===== config.mk =====
export PLATFORM = sky130hd
export DESIGN_NAME = toggle_pulse_gen
export DESIGN_NICKNAME = d
export VERILOG_FILES = /design/src/rtl/tpg_pkg.sv /design/src/rtl/tpg_period_cnt.sv /design/src/rtl/toggle_pulse_gen.sv
export SDC_FILE = /design/constraint.sdc
export NUM_CORES = 1
export LEC_CHECK = 0
export CORE_AREA = 2 2 104 76
export CTS_CLUSTER_DIAMETER = 120
export CTS_CLUSTER_SIZE = 40
export DETAILED_ROUTE_END_ITERATION = 7
export DIE_AREA = 0 0 106 78
export DONT_BUFFER_PORTS = 1
export PLACE_DENSITY = 0.42
export SLEW_MARGIN = 5
export SYNTH_ARGS = -nofsm -noshare
export SYNTH_HDL_FRONTEND = slang
export SYNTH_HIERARCHICAL = 1
export SYNTH_SLANG_ARGS = --single-unit
export TNS_END_PERCENT = 50

===== constraint.sdc =====
create_clock -name clk -period 5.8 [get_ports clk]
set_clock_uncertainty 0.2 [all_clocks]
set_input_delay 1.45 -clock clk [delete_from_list [all_inputs] [get_ports clk]]
set_output_delay 1.45 -clock clk [all_outputs]
set_load 0.005 [all_outputs]

===== src/rtl/tpg_pkg.sv =====
// toggle_pulse_gen shared types and width defaults.
// Imported by the period counter and the top level.
package tpg_pkg;

  localparam int TPG_CNT_W   = 8;
  localparam int TPG_BURST_W = 8;

  typedef enum logic {
    ST_IDLE = 1'b0,
    ST_RUN  = 1'b1
  } tpg_state_e;

endpackage


===== src/rtl/tpg_period_cnt.sv =====
// Loadable down-counter that paces the toggle pulses.
// Zero flag marks the cycle a pulse is due.
module tpg_period_cnt
  import tpg_pkg::*;
#(
  parameter int CNT_W = TPG_CNT_W
) (
  input  logic             clk,
  input  logic             reset,
  input  logic             load,
  input  logic [CNT_W-1:0] load_val,
  input  logic             en,
  output logic             zero
);

  localparam logic [CNT_W-1:0] ONE = CNT_W'(1);

  logic [CNT_W-1:0] cnt_q;
  logic [CNT_W-1:0] cnt_d;

  // load wins; otherwise count down, holding at zero
  always_comb begin
    cnt_d = cnt_q;
    if (load) begin
      cnt_d = load_val;
    end else if (en && (cnt_q != '0)) begin
      cnt_d = cnt_q - ONE;
    end
  end

  // counter register
  always_ff @(posedge clk) begin
    if (reset) begin
      cnt_q <= '0;
    end else begin
      cnt_q <= cnt_d;
    end
  end

  assign zero = (cnt_q == '0);

endmodule


===== src/rtl/toggle_pulse_gen.sv =====
// Toggle-enable pulse generator for a downstream T flip-flop stage.
// Issues t pulses every P_eff cycles for a burst or until stopped.
module toggle_pulse_gen
  import tpg_pkg::*;
#(
  parameter int CNT_W   = TPG_CNT_W,
  parameter int BURST_W = TPG_BURST_W
) (
  input  logic               clk,
  input  logic               reset,
  input  logic               start,
  input  logic               stop,
  input  logic [CNT_W-1:0]   period,
  input  logic [BURST_W-1:0] burst,
  output logic               t,
  output logic               busy,
  output logic               done,
  output logic [BURST_W-1:0] pulse_cnt
);

  localparam logic [CNT_W-1:0]   P_ONE = CNT_W'(1);
  localparam logic [BURST_W-1:0] B_ONE = BURST_W'(1);

  tpg_state_e         state_q, state_d;
  logic [CNT_W-1:0]   reload_q, reload_d;
  logic [BURST_W-1:0] burst_q, burst_d;
  logic [BURST_W-1:0] pcnt_q, pcnt_d;
  logic               t_q, t_d;
  logic               busy_q, busy_d;
  logic               done_q, done_d;

  logic               cnt_load;
  logic [CNT_W-1:0]   cnt_load_val;
  logic               cnt_en;
  logic               cnt_zero;

  tpg_period_cnt #(
    .CNT_W (CNT_W)
  ) u_period_cnt (
    .clk      (clk),
    .reset    (reset),
    .load     (cnt_load),
    .load_val (cnt_load_val),
    .en       (cnt_en),
    .zero     (cnt_zero)
  );

  // next state, latched run settings and output values
  always_comb begin
    state_d      = state_q;
    reload_d     = reload_q;
    burst_d      = burst_q;
    pcnt_d       = pcnt_q;
    t_d          = 1'b0;
    done_d       = 1'b0;
    cnt_load     = 1'b0;
    cnt_load_val = reload_q;
    cnt_en       = 1'b0;
    unique case (state_q)
      ST_IDLE: begin
        if (start && !stop) begin
          state_d      = ST_RUN;
          reload_d     = (period == '0) ? '0 : period - P_ONE;
          burst_d      = burst;
          pcnt_d       = '0;
          cnt_load     = 1'b1;
          cnt_load_val = reload_d;
        end
      end
      ST_RUN: begin
        if (stop) begin
          state_d = ST_IDLE;
        end else if (cnt_zero) begin
          t_d      = 1'b1;
          cnt_load = 1'b1;
          pcnt_d   = pcnt_q + B_ONE;
          if ((burst_q != '0) && (pcnt_d == burst_q)) begin
            done_d  = 1'b1;
            state_d = ST_IDLE;
          end
        end else begin
          cnt_en = 1'b1;
        end
      end
      default: state_d = ST_IDLE;
    endcase
    busy_d = (state_d == ST_RUN);
  end

  // state and output registers
  always_ff @(posedge clk) begin
    if (reset) begin
      state_q  <= ST_IDLE;
      reload_q <= '0;
      burst_q  <= '0;
      pcnt_q   <= '0;
      t_q      <= 1'b0;
      busy_q   <= 1'b0;
      done_q   <= 1'b0;
    end else begin
      state_q  <= state_d;
      reload_q <= reload_d;
      burst_q  <= burst_d;
      pcnt_q   <= pcnt_d;
      t_q      <= t_d;
      busy_q   <= busy_d;
      done_q   <= done_d;
    end
  end

  assign t         = t_q;
  assign busy      = busy_q;
  assign done      = done_q;
  assign pulse_cnt = pcnt_q;

endmodule


==> results.json, run 1 <==
{
  "status": "completed",
  "slew_viol_final": 0,
  "ys_seq_area_share_pct": 34.2,
  "io_pins": 31,
  "fin_crit_sh_pct": 59.9,
  "fillers": 771,
  "final-hold-violation-count": 0,
  "dp_cells": 347,
  "fp-row-count": 26,
  "yosysWarnings": 6,
  "whs_ns": 0.286,
  "initial_core_util_pct": 28.5,
  "cts-buffers-inserted": 5,
  "worstPathMaxFanout": 14,
  "diodes": 0,
  "vias": 1738,
  "worstHoldEndpoint": "burst_q[1]$_SDFFE_PP0P_",
  "dp_hpwl_mm": 3.96,
  "avgSynthCellArea_um2": 7.83,
  "fin_cells": 354,
  "ant_nets": 0,
  "critPathRequiredTime_ns": 5.77,
  "start_kind": "input pin",
  "fin_crit_ns": 3.47,
  "drt_iter0_drc": 107,
  "synth-main-ff-cell": "dfxtp_1",
  "worstHoldPathCells": 2,
  "postCtsSetupBuffers": 0,
  "synth_edf_count": 0,
  "clock_latency_ns": 0.29,
  "yosys.area.top_type_share_pct": 34.2,
  "min_path_type": "register to register",
  "slowest_delay_ns": 0.73,
  "io_buffers": 0,
  "antenna_found_initial": 0,
  "worst_slack_ns": 2.33,
  "post_drt_wl_per_cell_um": 15.2,
  "crit_arrival_ns": 3.45,
  "drive_gt1_share_pct": 8.59,
  "cts.path.max_buffers": 2,
  "r2r_start": "u_period_cnt/cnt_q[2]$_SDFFE_PP0P_",
  "setup_viol": 0,
  "cts_resized": 0,
  "postRouteWirelength_mm": 5.36,
  "finalSetupTns_ns": 0,
  "syn_inst": 262,
  "synth_top_cell_by_area": "dfxtp_1",
  "cts_tree": "built",
  "drt_pass1_iterations": 4,
  "grt_first_pass_wirelength_mm": 8.80,
  "post-place-ws_ns": 1.94,
  "nets": 281,
  "min_from": "burst_q[1]$_SDFFE_PP0P_",
  "worst_pin_slew_ns": 0.934,
  "cap_violations": 0,
  "dieHeight_um": 78,
  "hold_buffers": 0,
  "ys_ff_latch": 35,
  "p_leak_nw": 0.745,
  "netlist_area_um2": 2050,
  "dieArea_um2": 8270,
  "overflow": 0,
  "cts-root-buf": "clkbuf_8",
  "post-route-util_pct": 30.9,
  "area_delta_synth_final_pct": 8.48,
  "worstPathCellList": "nor3b_2, nor2_1, inv_1, clkinv_1, nand4b_1, o211ai_1",
  "grt_usage_pct": 13.7,
  "ff2ff_path_depth": 8,
  "cp_slowest_cell": "nor3b_2",
  "gp_congestion": 0.775,
  "peakVddDrop_mv": 0.0819,
  "cts_num_sinks": 35,
  "fmaxAchievable_ghz": 0.288,
  "reg2reg_to": "u_period_cnt/cnt_q[1]$_SDFFE_PP0P_",
  "h-tree-depth": 2,
  "power_density_nw_per_um2": 250,
  "path_class": "input pin to register",
  "synth_nets": 287,
  "rsz0062_at_grt": "false",
  "slew_headroom_pct": 37.4,
  "grt_max_degree": 37,
  "drcViolationCount": 0,
  "netlist_top_cells_area": "dfxtp_1 34%, nand2_1 7.1%, a21oi_1 6.6%, xnor2_1 4.7%, o21ai_0 4.1%",
  "cts.clk_slew.worst_paths_ns": 0.08,
  "ys_types": 48,
  "fp.coreArea_um2": 7190,
  "cp-end-kind": "register",
  "grt_pass1_vias": 1716,
  "async_flop_share_pct": 0,
  "rrSetupSlack_ns": 2.52,
  "avgViaCountPerCell": 4.91,
  "fp.dieW_um": 106
}
## metrics by stage
stage	total power, mW	area (um2)
6_report	0.556	2220
2_1_floorplan	0.327	2050
5_1_grt	0.586	2220
3_5_place_dp	0.341	2120
4_1_cts	0.559	2220
3_3_place_gp	0.342	2120
## worst max-delay path, delay by kind of cell
kind | cells | cell delay, ns
simple gates | 3 | 1.19
buf+inv | 2 | 0.71
compound gates | 1 | 0.09
## sequential cells by signal (all words and copies together) (netlist names)
register	count
busy	1
t	1
done	1
pulse_cnt	8
u_period_cnt/cnt_q	8
burst_q	8
reload_q	8
## cell families (layout without fill, tap and decap cells)
group | after synthesis | in the layout | synth area share [%]
and+or+nand+nor | 115 | 115 | 30.1
AOI/OAI and AO/OA | 67 | 67 | 20.5
DFF | 35 | 35 | 34.2
buffers and inverters | 23 | 17 | 4.76
xor gates and xnor gates | 14 | 14 | 5.98
adders and majority gates | 5 | 5 | 3.05
muxes | 3 | 3 | 1.46
## how the worst max path moves through the flow
stage / startpoint / to / slack (ns) / cells after the start
after floorplan: stop / u_period_cnt/cnt_q[7]$_SDFFE_PP0P_ / 2.59 / 5
after global placement: start / u_period_cnt/cnt_q[1]$_SDFFE_PP0P_ / 2.03 / 6
after detailed placement: start / u_period_cnt/cnt_q[1]$_SDFFE_PP0P_ / 1.94 / 6
after CTS: start / u_period_cnt/cnt_q[1]$_SDFFE_PP0P_ / 2.25 / 6
after global routing: stop / u_period_cnt/cnt_q[6]$_SDFFE_PP0P_ / 1.94 / 6
final: start / u_period_cnt/cnt_q[1]$_SDFFE_PP0P_ / 2.33 / 6
## synthesized netlist by cell type (3+ instances only)
cell / instances
mux2i_1: 3
nor2b_1: 10
a21oi_1: 27
inv_1: 9
nor4_1: 6
nor3b_1: 8
o211ai_1: 3
o21ai_0: 17
nand2_1: 39
clkbuf_1: 8
nand3_1: 3
a211oi_1: 5
nor2_1: 21
xor2_1: 3
a31oi_1: 4
ha_1: 5
nor3_1: 3
xnor2_1: 11
or3_2: 3
dfxtp_1: 35
## layout by cell type (no fill, tap or decap), types with 4 or more instances in the layout
cell      Yosys  layout
a31oi_1       4       4
nor4_1        6       6
ha_1          5       5
nor2b_1      10      10
nor2_1       21      21
a21oi_1      27      27
nand2_1      39      39
clkbuf_8      0       5
a211oi_1      5       5
xnor2_1      11      11
inv_1         9       9
o21ai_0      17      17
dfxtp_1      35      35
nor3b_1       8       7
## final cells by class
| class | count | area (um2) | share of cell area [%] |
|---|---|---|---|
| clock buffers | 5 | 68.8 | 3.09 |
| clock inverters | 2 | 37.5 | 1.69 |
| inverters | 10 | 37.5 | 1.69 |
| multi-input cells | 204 | 1260 | 56.5 |
| flip-flops and latches | 35 | 701 | 31.5 |
| well taps | 98 | 123 | 5.51 |
## where the power goes
part / switching, mW / internal (mW) / total, mW
logic: 0.0421 / 0.0314 / 0.0735
registers: 0.0110 / 0.251 / 0.262
clock network: 0.0954 / 0.126 / 0.221
total: 0.149 / 0.408 / 0.556
## layer usage
layer  GRT usage (%)  vias to the layer above  share of wire, %
met4            4.87                        0               1.3
met5               0                        -                 0
met3            4.12                        7               5.1
met1            20.1                      787                56
met2            18.5                       37                37
li1                -                      907                 -
Power figures use the tool's default switching activity.
==> run 2, diff against run 1 <==
==> constraint.sdc (replaced) <==
create_clock -name clk -period 3.6 [get_ports clk]
set_clock_uncertainty 0.2 [all_clocks]
set_input_delay 0.9 -clock clk [delete_from_list [all_inputs] [get_ports clk]]
set_output_delay 0.9 -clock clk [all_outputs]
set_load 0.005 [all_outputs]
==> results.json, run 2 (synthesis gave the netlist of run 1 again) <==
{
  "cts-buffers-inserted": 5,
  "initial_core_util_pct": 28.5,
  "drive_gt1_share_pct": 9.65,
  "antenna_found_initial": 0,
  "combinationalPowerShare_pct": 13.2,
  "hold_buffers": 0,
  "power_frac_clock_pct": 40.9,
  "io_buffers": 0,
  "worstHoldPathCells": 2,
  "postRouteWirelength_mm": 5.49,
  "peakVddDrop_mv": 0.233,
  "worstPathMaxFanout": 9,
  "power_density_nw_per_um2": 408,
  "min_path_type": "register to register",
  "cts_num_sinks": 35,
  "dieArea_um2": 8270,
  "cap_violations": 0,
  "nets": 283,
  "io_pins": 31,
  "cts-root-buf": "clkbuf_8",
  "r2r_start": "u_period_cnt/cnt_q[2]$_SDFFE_PP0P_",
  "diodes": 0,
  "drt_pass1_iterations": 6,
  "area_delta_synth_final_pct": 9.70,
  "cp-end-kind": "register",
  "final-hold-violation-count": 0,
  "setup_viol": 0,
  "min_from": "burst_q[1]$_SDFFE_PP0P_",
  "multi_input_area_um2": 1260,
  "reg2reg_to": "u_period_cnt/cnt_q[7]$_SDFFE_PP0P_",
  "worst_pin_slew_ns": 0.776,
  "start_kind": "register",
  "crit_arrival_ns": 2.94,
  "drcViolationCount": 0,
  "gp_congestion": 0.751,
  "post_drt_wl_per_cell_um": 15.4,
  "cts.path.max_buffers": 2,
  "dp_hpwl_mm": 4.02,
  "path_class": "register to register",
  "critPathRequiredTime_ns": 3.57,
  "fp.dieW_um": 106,
  "switching_share_pct": 27.4,
  "cts_tree": "built",
  "fp.coreArea_um2": 7190,
  "clock_latency_ns": 0.29,
  "rrSetupSlack_ns": 0.64,
  "cts.clk_slew.worst_paths_ns": 0.08,
  "seq_area_um2": 701,
  "grt_max_degree": 37,
  "fmaxAchievable_ghz": 0.337,
  "vias": 1776,
  "ff2ff_path_depth": 8,
  "slew_headroom_pct": 48.1,
  "most-common-layout-cells": "39 x nand2_1, 35 x dfxtp_1, 27 x a21oi_1, 21 x nor2_1, 17 x o21ai_0",
  "dieHeight_um": 78,
  "slew_viol_final": 0,
  "fin_crit_ns": 2.96,
  "fin_crit_sh_pct": 82.3,
  "drt_iter0_drc": 62,
  "p_int_uw": 666,
  "fillers": 777,
  "cts_resized": 0,
  "layout_commonest_cell": "nand2_1",
  "p_leak_nw": 0.764,
  "status": "completed",
  "whs_ns": 0.284,
  "pwr-share-seq_pct": 46.0,
  "grt_first_pass_wirelength_mm": 9.03,
  "finalSetupTns_ns": 0,
  "postCtsSetupBuffers": 0,
  "fp-row-count": 26,
  "avgViaCountPerCell": 4.97,
  "overflow": 0,
  "worstHoldEndpoint": "burst_q[1]$_SDFFE_PP0P_",
  "grt_usage_pct": 13.9,
  "total_power_uw": 918,
  "ant_nets": 0,
  "rsz0062_at_grt": "false",
  "h-tree-depth": 2,
  "grt_pass1_vias": 1698,
  "power.switching_uw": 251
}
==> run 2: per-layer routing <==
layer | wire length (um) | part of all wire [%] | GRT usage (%) | vias up
li1 | - | - | - | 923
met1 | 3090 | 56 | 21.0 | 820
met2 | 2130 | 39 | 19.2 | 29
met3 | 226 | 4.1 | 3.11 | 4
met4 | 55 | 1.0 | 4.34 | 0
met5 | 0 | 0 | 0 | -
==> run 2: how the worst max path moves through the flow <==
stage                                       start  cells after the start                                  to  slack [ns]
2_1_floorplan  u_period_cnt/cnt_q[2]$_SDFFE_PP0P_                     10  u_period_cnt/cnt_q[1]$_SDFFE_PP0P_        0.64
3_5_place_dp   u_period_cnt/cnt_q[2]$_SDFFE_PP0P_                      8  u_period_cnt/cnt_q[7]$_SDFFE_PP0P_        0.62
3_3_place_gp   u_period_cnt/cnt_q[2]$_SDFFE_PP0P_                      8  u_period_cnt/cnt_q[1]$_SDFFE_PP0P_        0.67
6_report       u_period_cnt/cnt_q[2]$_SDFFE_PP0P_                      8  u_period_cnt/cnt_q[7]$_SDFFE_PP0P_        0.64
4_1_cts        u_period_cnt/cnt_q[2]$_SDFFE_PP0P_                      8  u_period_cnt/cnt_q[7]$_SDFFE_PP0P_        0.60
5_1_grt        u_period_cnt/cnt_q[2]$_SDFFE_PP0P_                      8  u_period_cnt/cnt_q[7]$_SDFFE_PP0P_        0.37
==> run 2: final cells by class <==
type                       count  area share [%]
multi-input combinational    204            55.9
clock inverter                 3            2.11
inverter                      10            1.67
sequential                    35            31.1
clock buffer                   5            3.06
timing repair buffer           2           0.667
tap                           98            5.45
==> run 2: power groups by stage <==
stage          Clock [mW]  Combinational (mW)  Sequential [mW]
3_3_place_gp            0               0.122            0.431
5_1_grt             0.408               0.137            0.425
3_5_place_dp            0               0.122            0.431
6_report            0.375               0.121            0.422
2_1_floorplan           0               0.102            0.425
4_1_cts             0.387               0.122            0.422
==> run 2: worst max-delay path, cell delays in order, from the launching register on <==
cell      delay [ns]
dfxtp_1         0.37
or4_4           0.59
nor4_1          0.41
and3b_1         0.43
nor2_1          0.18
inv_1           0.11
clkinv_1        0.25
nor2_1          0.22
a211oi_1        0.07
==> run 2: per-stage QoR <==
step	std cells	area, um2	util (%)	worst slack [ns]
floorplan	262	2050	-	0.639
global route	357	2250	31.3	0.371
CTS	357	2250	31.3	0.599
detailed placement	349	2130	29.7	0.624
global placement	349	2130	29.7	0.665
finish	357	2250	31.3	0.636
==> run 3, diff against run 2 <==
==> constraint.sdc (replaced) <==
create_clock -name clk -period 2.75 [get_ports clk]
set_clock_uncertainty 0.2 [all_clocks]
set_input_delay 0.6875 -clock clk [delete_from_list [all_inputs] [get_ports clk]]
set_output_delay 0.6875 -clock clk [all_outputs]
set_load 0.005 [all_outputs]
==> results.json, run 3 (synthesis gave the netlist of run 1 again) <==
{
  "status": "completed",
  "cts.path.max_buffers": 2,
  "nets": 291,
  "rrSetupSlack_ns": 0.25,
  "hold_buffers": 0,
  "multi_input_area_um2": 1270,
  "cts_tree": "built",
  "crit_cells": 10,
  "ff2ff_path_depth": 10,
  "setup.worst_path.start": "u_period_cnt/cnt_q[0]$_SDFFE_PP0P_",
  "cts_num_sinks": 35,
  "h-tree-depth": 2,
  "finalSetupTns_ns": 0,
  "avgViaCountPerCell": 4.93,
  "dieHeight_um": 78,
  "cap_violations": 0,
  "overflow": 0,
  "power_density_nw_per_um2": 523,
  "crit_arrival_ns": 2.51,
  "r2r_start": "u_period_cnt/cnt_q[0]$_SDFFE_PP0P_",
  "vias": 1799,
  "drt_pass1_iterations": 4,
  "total_power_mw": 1.21,
  "cp-end-kind": "register",
  "gp_congestion": 0.799,
  "fin_crit_ns": 2.50,
  "grt_usage_pct": 13.7,
  "setup_viol": 0,
  "critPathCapture": "u_period_cnt/cnt_q[1]$_SDFFE_PP0P_",
  "whs_ns": 0.256,
  "min_path_type": "input pin to register",
  "clock_latency_ns": 0.29,
  "seq_area_um2": 701,
  "slew_viol_final": 0,
  "worstPathCellList": "inv_1, ha_1, inv_1, nor4_2, and3b_1, nor2_1, inv_1, buf_4, or4_2, o211ai_1",
  "diodes": 0,
  "fin_crit_sh_pct": 90.8,
  "rsz0062_at_grt": "false",
  "switching_share_pct": 27.2,
  "p_int_uw": 884,
  "io_pins": 31,
  "postCtsSetupBuffers": 0,
  "power.switching_uw": 331,
  "path_class": "register to register",
  "postRouteWirelength_mm": 5.40,
  "p_leak_nw": 0.804,
  "start_kind": "register",
  "grt_pass1_vias": 1730,
  "worst_pin_slew_ns": 0.489,
  "fp.dieW_um": 106,
  "pwr-share-seq_pct": 45.3,
  "most-common-layout-cells": "39 x nand2_1, 35 x dfxtp_1, 27 x a21oi_1, 21 x nor2_1, 17 x o21ai_0",
  "post-place-ws_ns": 0.119,
  "cts_resized": 0,
  "power_frac_clock_pct": 39.9,
  "slew_headroom_pct": 67.3,
  "drive_gt1_share_pct": 13.5,
  "fp-row-count": 26,
  "area_delta_synth_final_pct": 13.2,
  "grt_first_pass_wirelength_mm": 8.89,
  "dieArea_um2": 8270,
  "fillers": 783,
  "cp_top_family": "simple AND/OR/NAND/NOR gates",
  "worst_slack_ns": 0.253,
  "ant_nets": 0,
  "fmaxAchievable_ghz": 0.401,
  "final-hold-violation-count": 0,
  "critPathRequiredTime_ns": 2.77,
  "initial_core_util_pct": 28.5,
  "antenna_found_initial": 0,
  "dp_hpwl_mm": 4.07,
  "cp_slowest_cell": "or4_2",
  "cpMostUsedCell": "inv_1",
  "reg2reg_to": "u_period_cnt/cnt_q[1]$_SDFFE_PP0P_",
  "combinationalPowerShare_pct": 14.8,
  "layout_commonest_cell": "nand2_1",
  "worst-path-buf-inv": 4,
  "cts.clk_slew.worst_paths_ns": 0.08,
  "post_drt_wl_per_cell_um": 14.8,
  "fp.coreArea_um2": 7190,
  "peakVddDrop_mv": 0.212,
  "slowest_delay_ns": 0.65,
  "drt_iter0_drc": 78,
  "cts-root-buf": "clkbuf_8",
  "cts-buffers-inserted": 5,
  "worstPathMaxFanout": 10,
  "grt_max_degree": 37,
  "drcViolationCount": 0,
  "io_buffers": 0
}
==> run 3: changes by cell type in the layout (fill, tap and decap cells not counted) <==
cell | previous run | this run
buf_4 | 2 | 10
nor4_2 | 0 | 1
nor4_1 | 6 | 5
nor3b_2 | 1 | 2
clkinv_1 | 1 | 0
clkinv_4 | 1 | 0
nor3b_1 | 7 | 6
clkinvlp_4 | 0 | 1
clkinv_2 | 0 | 1
==> run 3: area by class of cell <==
type | instances | share of cell area (%)
clock buffer | 5 | 2.96
clock inverter | 3 | 1.99
inverter | 10 | 1.67
multi-input combinational | 204 | 54.7
sequential | 35 | 30.2
tap | 98 | 5.28
timing repair buffer | 10 | 3.23
==> run 3: worst min path at each step <==
stage / start / end / slack (ns) / cells past startpoint
floorplan: burst_q[4]$_SDFFE_PP0P_ / burst_q[4]$_SDFFE_PP0P_ / 0.26 / 2
global placement: burst_q[1]$_SDFFE_PP0P_ / burst_q[1]$_SDFFE_PP0P_ / 0.27 / 2
detailed placement: burst_q[1]$_SDFFE_PP0P_ / burst_q[1]$_SDFFE_PP0P_ / 0.27 / 2
CTS: reset / burst_q[5]$_SDFFE_PP0P_ / 0.24 / 1
global route: reset / burst_q[5]$_SDFFE_PP0P_ / 0.23 / 1
finish: reset / u_period_cnt/cnt_q[0]$_SDFFE_PP0P_ / 0.26 / 1
==> run 3: power by group through the flow <==
stage          clock network (mW)  logic [mW]  registers (mW)
2_1_floorplan                   0       0.136           0.557
3_3_place_gp                    0       0.179           0.562
3_5_place_dp                    0       0.178           0.562
4_1_cts                     0.499       0.180           0.550
5_1_grt                     0.530       0.200           0.554
6_report                    0.485       0.180           0.550
==> run 3: worst reg2reg max path, delay by kind of cell, from the launching register on <==
kind                       cells  cell delay, ns
and+or+nand+nor                4            1.06
buffers and inverters          4            0.52
DFF                            1            0.35
adders and majority gates      1            0.22
AOI/OAI and AO/OA              1            0.10
==> run 3: layer usage <==
metal	GRT usage [%]	routed length [um]	share of wire, %	up-vias
li1	-	-	-	939
met1	21.7	3120	58	821
met2	17.7	2010	37	34
met3	3.45	227	4.2	5
met4	3.95	49	0.91	0
met5	0	0	0	-
==> run 3: metrics by stage <==
step                cell area (um2)  utilization [%]  instances
global placement               2200             30.6        357
CTS                            2320             32.2        365
detailed placement             2200             30.6        357
global route                   2320             32.3        365
floorplan                      2060                -        262
finish                         2320             32.3        365
